File: src/rtl/spi_slave_if_if.sv
// Signal bundle between the SPI pins / RAM command port and the SPI slave front-end.
// The slave modport is the view taken by spi_slave_if; the master view drives the pins and the RAM side.
`timescale 1ns/1ps
interface spi_slave_if_if #(
  parameter int RX_WIDTH = 10,
  parameter int TX_WIDTH = 8
);
  logic                SCLK;
  logic                SS_n;
  logic                MOSI;
  logic                MISO;
  logic [RX_WIDTH-1:0] rx_data;
  logic                rx_valid;
  logic [TX_WIDTH-1:0] tx_data;
  logic                tx_valid;
  logic                frame_err;

  modport slave (
    input  SCLK, SS_n, MOSI, tx_data, tx_valid,
    output MISO, rx_data, rx_valid, frame_err
  );

  modport master (
    output SCLK, SS_n, MOSI, tx_data, tx_valid,
    input  MISO, rx_data, rx_valid, frame_err
  );
endinterface

File: src/rtl/spi_slave_if.sv
// SPI mode-0 slave front-end: oversamples the SPI pins on CLK, deserialises 10-bit command
// words for the RAM and shifts the RAM's 8-bit read data back out on MISO, MSB first.
`timescale 1ns/1ps
module spi_slave_if #(
  parameter int RX_WIDTH    = 10,
  parameter int TX_WIDTH    = 8,
  parameter int SYNC_STAGES = 2
) (
  input  logic           CLK,
  input  logic           rst,
  spi_slave_if_if.slave  bus
);

  localparam int CNT_W = $clog2(RX_WIDTH + 1);
  localparam logic [CNT_W-1:0] RX_LAST = CNT_W'(RX_WIDTH - 1);
  localparam logic [CNT_W-1:0] TX_LAST = CNT_W'(TX_WIDTH - 1);

  typedef enum logic [2:0] {
    IDLE,
    RX,
    TX_WAIT,
    TX,
    DONE
  } state_t;

  state_t state, next_state;

  logic [SYNC_STAGES-1:0] sclk_sync, ss_sync, mosi_sync;
  logic                   sclk_hist, ss_hist;
  logic                   sclk_s, ss_s, mosi_s;
  logic                   sclk_rise, sclk_fall, ss_rise, ss_fall;

  logic [CNT_W-1:0]       bit_cnt;
  logic [RX_WIDTH-2:0]    rx_shift;
  logic [RX_WIDTH-1:0]    rx_word;
  logic [TX_WIDTH-1:0]    tx_shift;
  logic                   miso_q;
  logic [RX_WIDTH-1:0]    rx_data_q;
  logic                   rx_valid_q;
  logic                   frame_err_q;

  logic shift_en, word_done, err, load_tx, drive_bit, clr_miso, cnt_clr, cnt_inc;

  // The SS_n chain resets high so a reset never looks like the start of a frame.
  always_ff @(posedge CLK) begin
    if (rst) begin
      sclk_sync <= '0;
      ss_sync   <= '1;
      mosi_sync <= '0;
      sclk_hist <= 1'b0;
      ss_hist   <= 1'b1;
    end else begin
      sclk_sync <= {sclk_sync[SYNC_STAGES-2:0], bus.SCLK};
      ss_sync   <= {ss_sync[SYNC_STAGES-2:0], bus.SS_n};
      mosi_sync <= {mosi_sync[SYNC_STAGES-2:0], bus.MOSI};
      sclk_hist <= sclk_sync[SYNC_STAGES-1];
      ss_hist   <= ss_sync[SYNC_STAGES-1];
    end
  end

  assign sclk_s    = sclk_sync[SYNC_STAGES-1];
  assign ss_s      = ss_sync[SYNC_STAGES-1];
  assign mosi_s    = mosi_sync[SYNC_STAGES-1];
  assign sclk_rise = sclk_s & ~sclk_hist;
  assign sclk_fall = ~sclk_s & sclk_hist;
  assign ss_rise   = ss_s & ~ss_hist;
  assign ss_fall   = ~ss_s & ss_hist;
  assign rx_word   = {rx_shift, mosi_s};

  always_ff @(posedge CLK) begin
    if (rst) state <= IDLE;
    else     state <= next_state;
  end

  // In TX the bit counter counts master rises; a fall only advances MISO once the master has
  // sampled the current bit, so the fall trailing the command's 10th rise never skips bit 7.
  always_comb begin
    next_state = state;
    shift_en   = 1'b0;
    word_done  = 1'b0;
    err        = 1'b0;
    load_tx    = 1'b0;
    drive_bit  = 1'b0;
    clr_miso   = 1'b0;
    cnt_clr    = 1'b0;
    cnt_inc    = 1'b0;
    case (state)
      IDLE: begin
        if (ss_fall) begin
          next_state = RX;
          cnt_clr    = 1'b1;
        end
      end
      RX: begin
        if (sclk_rise && bit_cnt == RX_LAST) begin
          word_done = 1'b1;
          if (ss_rise) begin
            next_state = IDLE;
            clr_miso   = 1'b1;
          end else if (rx_word[RX_WIDTH-1 -: 2] == 2'b11) begin
            next_state = TX_WAIT;
          end else begin
            next_state = DONE;
          end
        end else if (ss_rise) begin
          err        = 1'b1;
          clr_miso   = 1'b1;
          next_state = IDLE;
        end else if (sclk_rise) begin
          shift_en = 1'b1;
          cnt_inc  = 1'b1;
        end
      end
      TX_WAIT: begin
        if (ss_rise) begin
          err        = 1'b1;
          clr_miso   = 1'b1;
          next_state = IDLE;
        end else if (bus.tx_valid) begin
          load_tx    = 1'b1;
          cnt_clr    = 1'b1;
          next_state = TX;
        end
      end
      TX: begin
        if (ss_rise) begin
          err        = 1'b1;
          clr_miso   = 1'b1;
          next_state = IDLE;
        end else if (sclk_rise) begin
          cnt_inc = 1'b1;
          if (bit_cnt == TX_LAST) next_state = DONE;
        end else if (sclk_fall && bit_cnt != '0) begin
          drive_bit = 1'b1;
        end
      end
      DONE: begin
        if (ss_rise) begin
          clr_miso   = 1'b1;
          next_state = IDLE;
        end
      end
      default: next_state = IDLE;
    endcase
  end

  always_ff @(posedge CLK) begin
    if (rst) begin
      bit_cnt     <= '0;
      rx_shift    <= '0;
      tx_shift    <= '0;
      miso_q      <= 1'b0;
      rx_data_q   <= '0;
      rx_valid_q  <= 1'b0;
      frame_err_q <= 1'b0;
    end else begin
      rx_valid_q  <= word_done;
      frame_err_q <= err;
      if (cnt_clr)      bit_cnt <= '0;
      else if (cnt_inc) bit_cnt <= bit_cnt + CNT_W'(1);
      if (shift_en)  rx_shift  <= rx_word[RX_WIDTH-2:0];
      if (word_done) rx_data_q <= rx_word;
      if (load_tx) begin
        miso_q   <= bus.tx_data[TX_WIDTH-1];
        tx_shift <= {bus.tx_data[TX_WIDTH-2:0], 1'b0};
      end else if (drive_bit) begin
        miso_q   <= tx_shift[TX_WIDTH-1];
        tx_shift <= {tx_shift[TX_WIDTH-2:0], 1'b0};
      end else if (clr_miso) begin
        miso_q <= 1'b0;
      end
    end
  end

  assign bus.MISO      = miso_q;
  assign bus.rx_data   = rx_data_q;
  assign bus.rx_valid  = rx_valid_q;
  assign bus.frame_err = frame_err_q;

endmodule
File: src/flat_wrapper.sv
// flat-port wrapper written by rule: the top's interface ports become plain ports
module spi_slave_if_flat 
#(
  parameter int RX_WIDTH    = 10,
  parameter int TX_WIDTH    = 8,
  parameter int SYNC_STAGES = 2
)
  (CLK, rst, bus_SCLK, bus_SS_n, bus_MOSI, bus_tx_data, bus_tx_valid, bus_MISO, bus_rx_data, bus_rx_valid, bus_frame_err);
  spi_slave_if_if #(.RX_WIDTH(RX_WIDTH), .TX_WIDTH(TX_WIDTH)) bus_i ();
  input  logic CLK;
  input  logic rst;
  input wire logic [$bits(bus_i.SCLK)-1:0] bus_SCLK;
  input wire logic [$bits(bus_i.SS_n)-1:0] bus_SS_n;
  input wire logic [$bits(bus_i.MOSI)-1:0] bus_MOSI;
  input wire logic [$bits(bus_i.tx_data)-1:0] bus_tx_data;
  input wire logic [$bits(bus_i.tx_valid)-1:0] bus_tx_valid;
  output wire logic [$bits(bus_i.MISO)-1:0] bus_MISO;
  output wire logic [$bits(bus_i.rx_data)-1:0] bus_rx_data;
  output wire logic [$bits(bus_i.rx_valid)-1:0] bus_rx_valid;
  output wire logic [$bits(bus_i.frame_err)-1:0] bus_frame_err;
  assign bus_i.SCLK = bus_SCLK;
  assign bus_i.SS_n = bus_SS_n;
  assign bus_i.MOSI = bus_MOSI;
  assign bus_i.tx_data = bus_tx_data;
  assign bus_i.tx_valid = bus_tx_valid;
  assign bus_MISO = bus_i.MISO;
  assign bus_rx_data = bus_i.rx_data;
  assign bus_rx_valid = bus_i.rx_valid;
  assign bus_frame_err = bus_i.frame_err;
  spi_slave_if #(.RX_WIDTH(RX_WIDTH), .TX_WIDTH(TX_WIDTH), .SYNC_STAGES(SYNC_STAGES)) u_core (.CLK(CLK), .rst(rst), .bus(bus_i));
endmodule
File: config.mk
export PLATFORM = sky130hd
export DESIGN_NAME = spi_slave_if_flat
export DESIGN_NICKNAME = d
export VERILOG_FILES = /design/src/rtl/spi_slave_if_if.sv /design/src/rtl/spi_slave_if.sv /design/src/flat_wrapper.sv
export SDC_FILE = /design/constraint.sdc
export NUM_CORES = 1
export LEC_CHECK = 0
export CAP_MARGIN = 20
export CORE_MARGIN = 10
export CORE_UTILIZATION = 54
export CTS_CLUSTER_SIZE = 20
export DETAILED_ROUTE_END_ITERATION = 12
export GPL_TIMING_DRIVEN = 0
export PLACE_DENSITY = 0.79
export SYNTH_ARGS = -nofsm -noshare
export SYNTH_HDL_FRONTEND = slang
export SYNTH_SLANG_ARGS = --single-unit
File: constraint.sdc
create_clock -name CLK -period 2.28 [get_ports CLK]
set_input_delay 0.342 -clock CLK [delete_from_list [all_inputs] [get_ports CLK]]
set_output_delay 0.342 -clock CLK [all_outputs]
set_load 0.01 [all_outputs]
; ---- Word level (Yosys, flattened, before mapping)
; Cells that the tools add are included.
[word_totals]
ff_bits = 44
inputBits = 14
elab_cells = 79
[op_classes]
addsub = 1
eq_ne = 11
mux = 36
bitwise = 8
n_reduce_logical = 10
[ops]
columns = op, n
row1 = 2-to-1 mux 3 bit, 10
row2 = 2-to-1 mux 1 bit, 20
row3 = 2-to-1 mux 8 bit, 2
row4 = case mux 3 bit (5 select lines), 1
row5 = equality test 3 x 2 -> 1 bit (second input constant), 2
row6 = inequality test 3 x 1 -> 1 bit (second input constant), 2
row7 = case mux 1 bit (2 select lines), 3
row8 = adder 4 x 1 -> 4 bit (second input constant), 1
row9 = AND 1 bit, 4
row10 = equality test 4 x 3 -> 1 bit (second input constant), 1
row11 = equality test 4 bit (second input constant), 1
row12 = inverter 1 bit, 4
row13 = AND reduction 4 bit, 1
row14 = nonzero test 4 bit, 1
row15 = OR reduction 2 bit, 2
row16 = OR reduction 4 bit, 1
row17 = equality test 3 x 1 -> 1 bit (second input constant), 1
row18 = equality test 3 bit (second input constant), 1
row19 = zero test 3 bit, 1
row20 = inequality test 3 x 2 -> 1 bit (second input constant), 1
row21 = nonzero test 3 bit, 1
row22 = equality test 2 bit (second input constant), 1
row23 = logical AND 1 bit, 2
row24 = inequality test 2 x 1 -> 1 bit (second input constant), 1
row25 = nonzero test 2 bit, 1

; ---- Longest topological paths before layout
[logic_depth]
depth_word = 9
depth_mapped = 7

; ---- Worst setup path before layout
; OpenSTA, ideal clock, no wires.
[synth_timing]
path_kind = reg2reg
startpoint = register u_core.state[0]
endpoint = register u_core.rx_data_q[1], in the netlist u_core.bus.rx_data[1]
setup_ps = 128
arrival_time_ps = 1549
required_ps = 2152
slack_ps = 603
stages_incl_launch_ff = 6
path_buffers = 1
period_less_slack_ps = 1677
path_cell_list = dfxtp_1 -> or3b_1 -> or4_4 -> buf_6 -> mux2i_1 -> nor2_1
[synth_via]
elab_chain_len = 2
[synth_rtl]
columns = element, line_no
row1 = from (decl), spi_slave_if.sv:26  ; state_t state, next_state;
row2 = from (signal assigned), spi_slave_if.sv:72  ; else state <= next_state;
row3 = equality test 3 x 1 -> 1 bit, spi_slave_if.sv:87  ; case (state)
row4 = 2-to-1 mux 1 bit, spi_slave_if.sv:87
row5 = to (signal assigned), spi_slave_if.sv:162  ; if (word_done) rx_data_q <= rx_word;
row6 = to (decl), spi_slave_if.sv:38  ; logic [RX_WIDTH-1:0] rx_data_q;
; No other way between the ends.
; A chain may end at the register's enable or synchronous reset.

; ---- Final worst setup path
[layout_timing]
startpoint = register u_core.bit_cnt[0]
endpoint = register u_core.state[2]
[layout_via]
elab_chain_len = 4
[layout_rtl]
columns = element, line_no
row1 = from (decl), spi_slave_if.sv:33  ; logic [CNT_W-1:0] bit_cnt;
row2 = from (signal assigned), spi_slave_if.sv:160  ; else if (cnt_inc) bit_cnt <= bit_cnt + CNT_W'(1);
row3 = equality test 4 bit, spi_slave_if.sv:95  ; if (sclk_rise && bit_cnt == RX_LAST) begin
row4 = logical AND 1 bit, spi_slave_if.sv:95
row5 = 2-to-1 mux 3 bit, spi_slave_if.sv:95
row6 = case mux 3 bit (5 select lines), spi_slave_if.sv:87
; Parallel ways exist; a longest one is shown, timed or not.

==> summary.txt <==
first-pass GRT wire length: 8.148 mm
EDFF count, synth: 0
RSZ-0062 raised after global routing: no
skew final: 0.004064 ns
mean area per synthesized cell: 8.950 sq um
clock sinks: 44
Crit Path Category: register to register
Slew Limit Fails: 0
Synth Register Bits: 44
Post-Route WL: 4.587 mm
clk root buf: clkbuf_8
postcts setup bufs: 0
Synth Warn #: 0
worst-path cell chain: ha_1, nand2_1, or4b_1, a221oi_1, nor4b_2
status: completed
Max Clk Rate: 524.7 MHz
Tmin final: 1.906 ns
# hold bufs at CTS: 0
Max Root-Sink Buffers: 2
Vias/cell: 5.837
initial antenna violation count: 0
worst-margin pin slew: 0.5146 ns
leading cell type in the layout, fill and taps excluded: dfxtp_1
Mapped Cells: 222
1st-iter DRT viols: 162
drt pass-1 iters: 4
Max IR drop VDD: 0.4512 mV
Worst EP arrival: 2.11 ns
Leakage: 0.8632 nW
top cell family by delay on the critical path: simple AND/OR/NAND/NOR gates
synthesized area: 1987 sq um
max cap viols: 0
Critical Path Start Type: register
Final ANT Viol Nets: 0
critical path's largest stage delay: 0.53 ns
Hold Vio Cnt, Final: 0
Ant. Diodes: 0
dpl hpwl: 3.179 mm
Hold WS: 0.4104 ns
commonest non-fill, non-tap cells in the layout: dfxtp_1, clkdlybuf4s50_1, a21oi_1, clkbuf_1, nand3_1
row cnt: 21
routed len/inst: 15.24 microns
post-synthesis cell type count: 45
share of cells above drive strength 1: 4.706%
Power Dens Cells: 551.5 nW/um^2
global route overflow: 0
Starting Density: 57.72%
register area share after synthesis: 44.33%
Residual DRC: 0
worst hold path type: register to register
Setup TNS Final: 0 ns
critical path peak fanout: 5
vias in the first global route: 1760
period utilisation layout: 83.60%
CTS Buf Count: 5
CP bufs+invs: 0
Area growth syn-to-layout: 19.90%
height of the chip: 80.66 microns
Synth Flop Type: dfxtp_1
CP endpoint kind: register
core area: 3442 sq um
Max-slew headroom: 65.69%
# setup viols final: 0
post-CTS resize count: 0
syn nets: 239
clk_lat worst skew: 0.29 ns
slowest stage cell, crit path: or4b_1
Placer Congestion: 0.8467
DIE WIDTH: 80.66 microns
asr flop ratio synth: 0%
CTS tree: done
number of port buffers: 26
IO Pins: 27
total die area: 6506 sq um
Nets: 272
Global Route Usage Sum: 15.21%
largest net degree at the start of global routing: 13
detailed-route via count: 1757
clk slew on worst S/H paths: 0.08 ns
CP required: 2.49 ns
H-tree levels: 2
[logic make-up after synthesis]
kind of cell	count (synthesis)	synth area share, %
AOI/OAI and AO/OA	65	21.29
adders and majority gates	3	1.889
buffers and inverters	23	4.785
DFF	44	44.33
muxes	12	6.046
and+or+nand+nor	75	21.66
[sequential cells by signal, summed over array words and instances (netlist names), 2 cells and up]
name / flops
u_core.state: 3
u_core.rx_shift: 9
u_core.bus.rx_data: 10
u_core.mosi_sync: 2
u_core.tx_shift: 7
u_core.ss_sync: 2
u_core.sclk_sync: 2
u_core.bit_cnt: 4
[path summary, 6_finish.rpt]
kind / from / to / slack (ns) / cells past startpoint
min reg2reg: u_core.ss_sync[0] / u_core.ss_sync[1] / 0.41 / 1
min: u_core.ss_sync[0] / u_core.ss_sync[1] / 0.41 / 1
max reg2reg: u_core.bit_cnt[0] / u_core.state[2] / 0.37 / 5
max: u_core.bit_cnt[0] / u_core.state[2] / 0.37 / 5
[synthesized netlist by cell type (all sizes together), types with 2 or more instances]
cell type	count	area share (%)
nand2b	4	1.3
mux2i	12	6.0
nor3	2	0.50
buf	4	1.2
nand3	16	4.0
o211ai	12	4.5
or4	2	0.94
nor2	14	2.6
inv	4	0.76
a32oi	7	3.1
ha	3	1.9
dfxtp	44	44
or2	3	0.94
nand4	2	0.63
a211oi	2	1.0
or3b	2	0.88
clkbuf	15	2.8
o21ai	10	2.5
nand2	7	1.3
a21oi	25	6.3
nand3b	3	1.1
and3	2	0.63
nor2b	10	3.1
[through the flow]
stage                     util (%)  power, mW  setup WS, ns  std cells  cell area (sq um)
after floorplan                  -     0.8428        0.6035        222               1987
after global placement       66.96     0.8812        0.3538        294               2305
after detailed placement     66.96     0.8819        0.3123        294               2305
after CTS                    69.21      1.323        0.3910        301               2382
after global routing         69.21      1.358        0.1671        301               2382
final                        69.21      1.314        0.3740        301               2382
[where the power goes]
group	internal, mW	leakage, nW	switching [mW]
sequential	0.775	0.356	0.00516
combinational	0.0385	0.466	0.0461
clock	0.208	0.0410	0.241
[area by class of cell]
type / instances / area (sq um)
inverters: 4 / 15.01
fillers: 287 / 1060
flip-flops and latches: 44 / 880.8
clock buffers: 6 / 72.57
multi-input cells: 155 / 1011
clock inverters: 1 / 5.005
well taps: 46 / 57.56
repair buffers: 26 / 260.3
plain buffers: 19 / 80.08
[per-layer routing]
metal / track usage, % / wire [microns] / vias up / share of wire [%]
met2: 23.81 / 2175 / 47 / 47
li1: - / - / 879 / -
met3: 4.900 / 314 / 6 / 6.8
met1: 18.80 / 2049 / 825 / 45
met4: 6.055 / 48 / 0 / 1.0
met5: 0 / 0 / - / 0
Power figures use the tool's default switching activity.
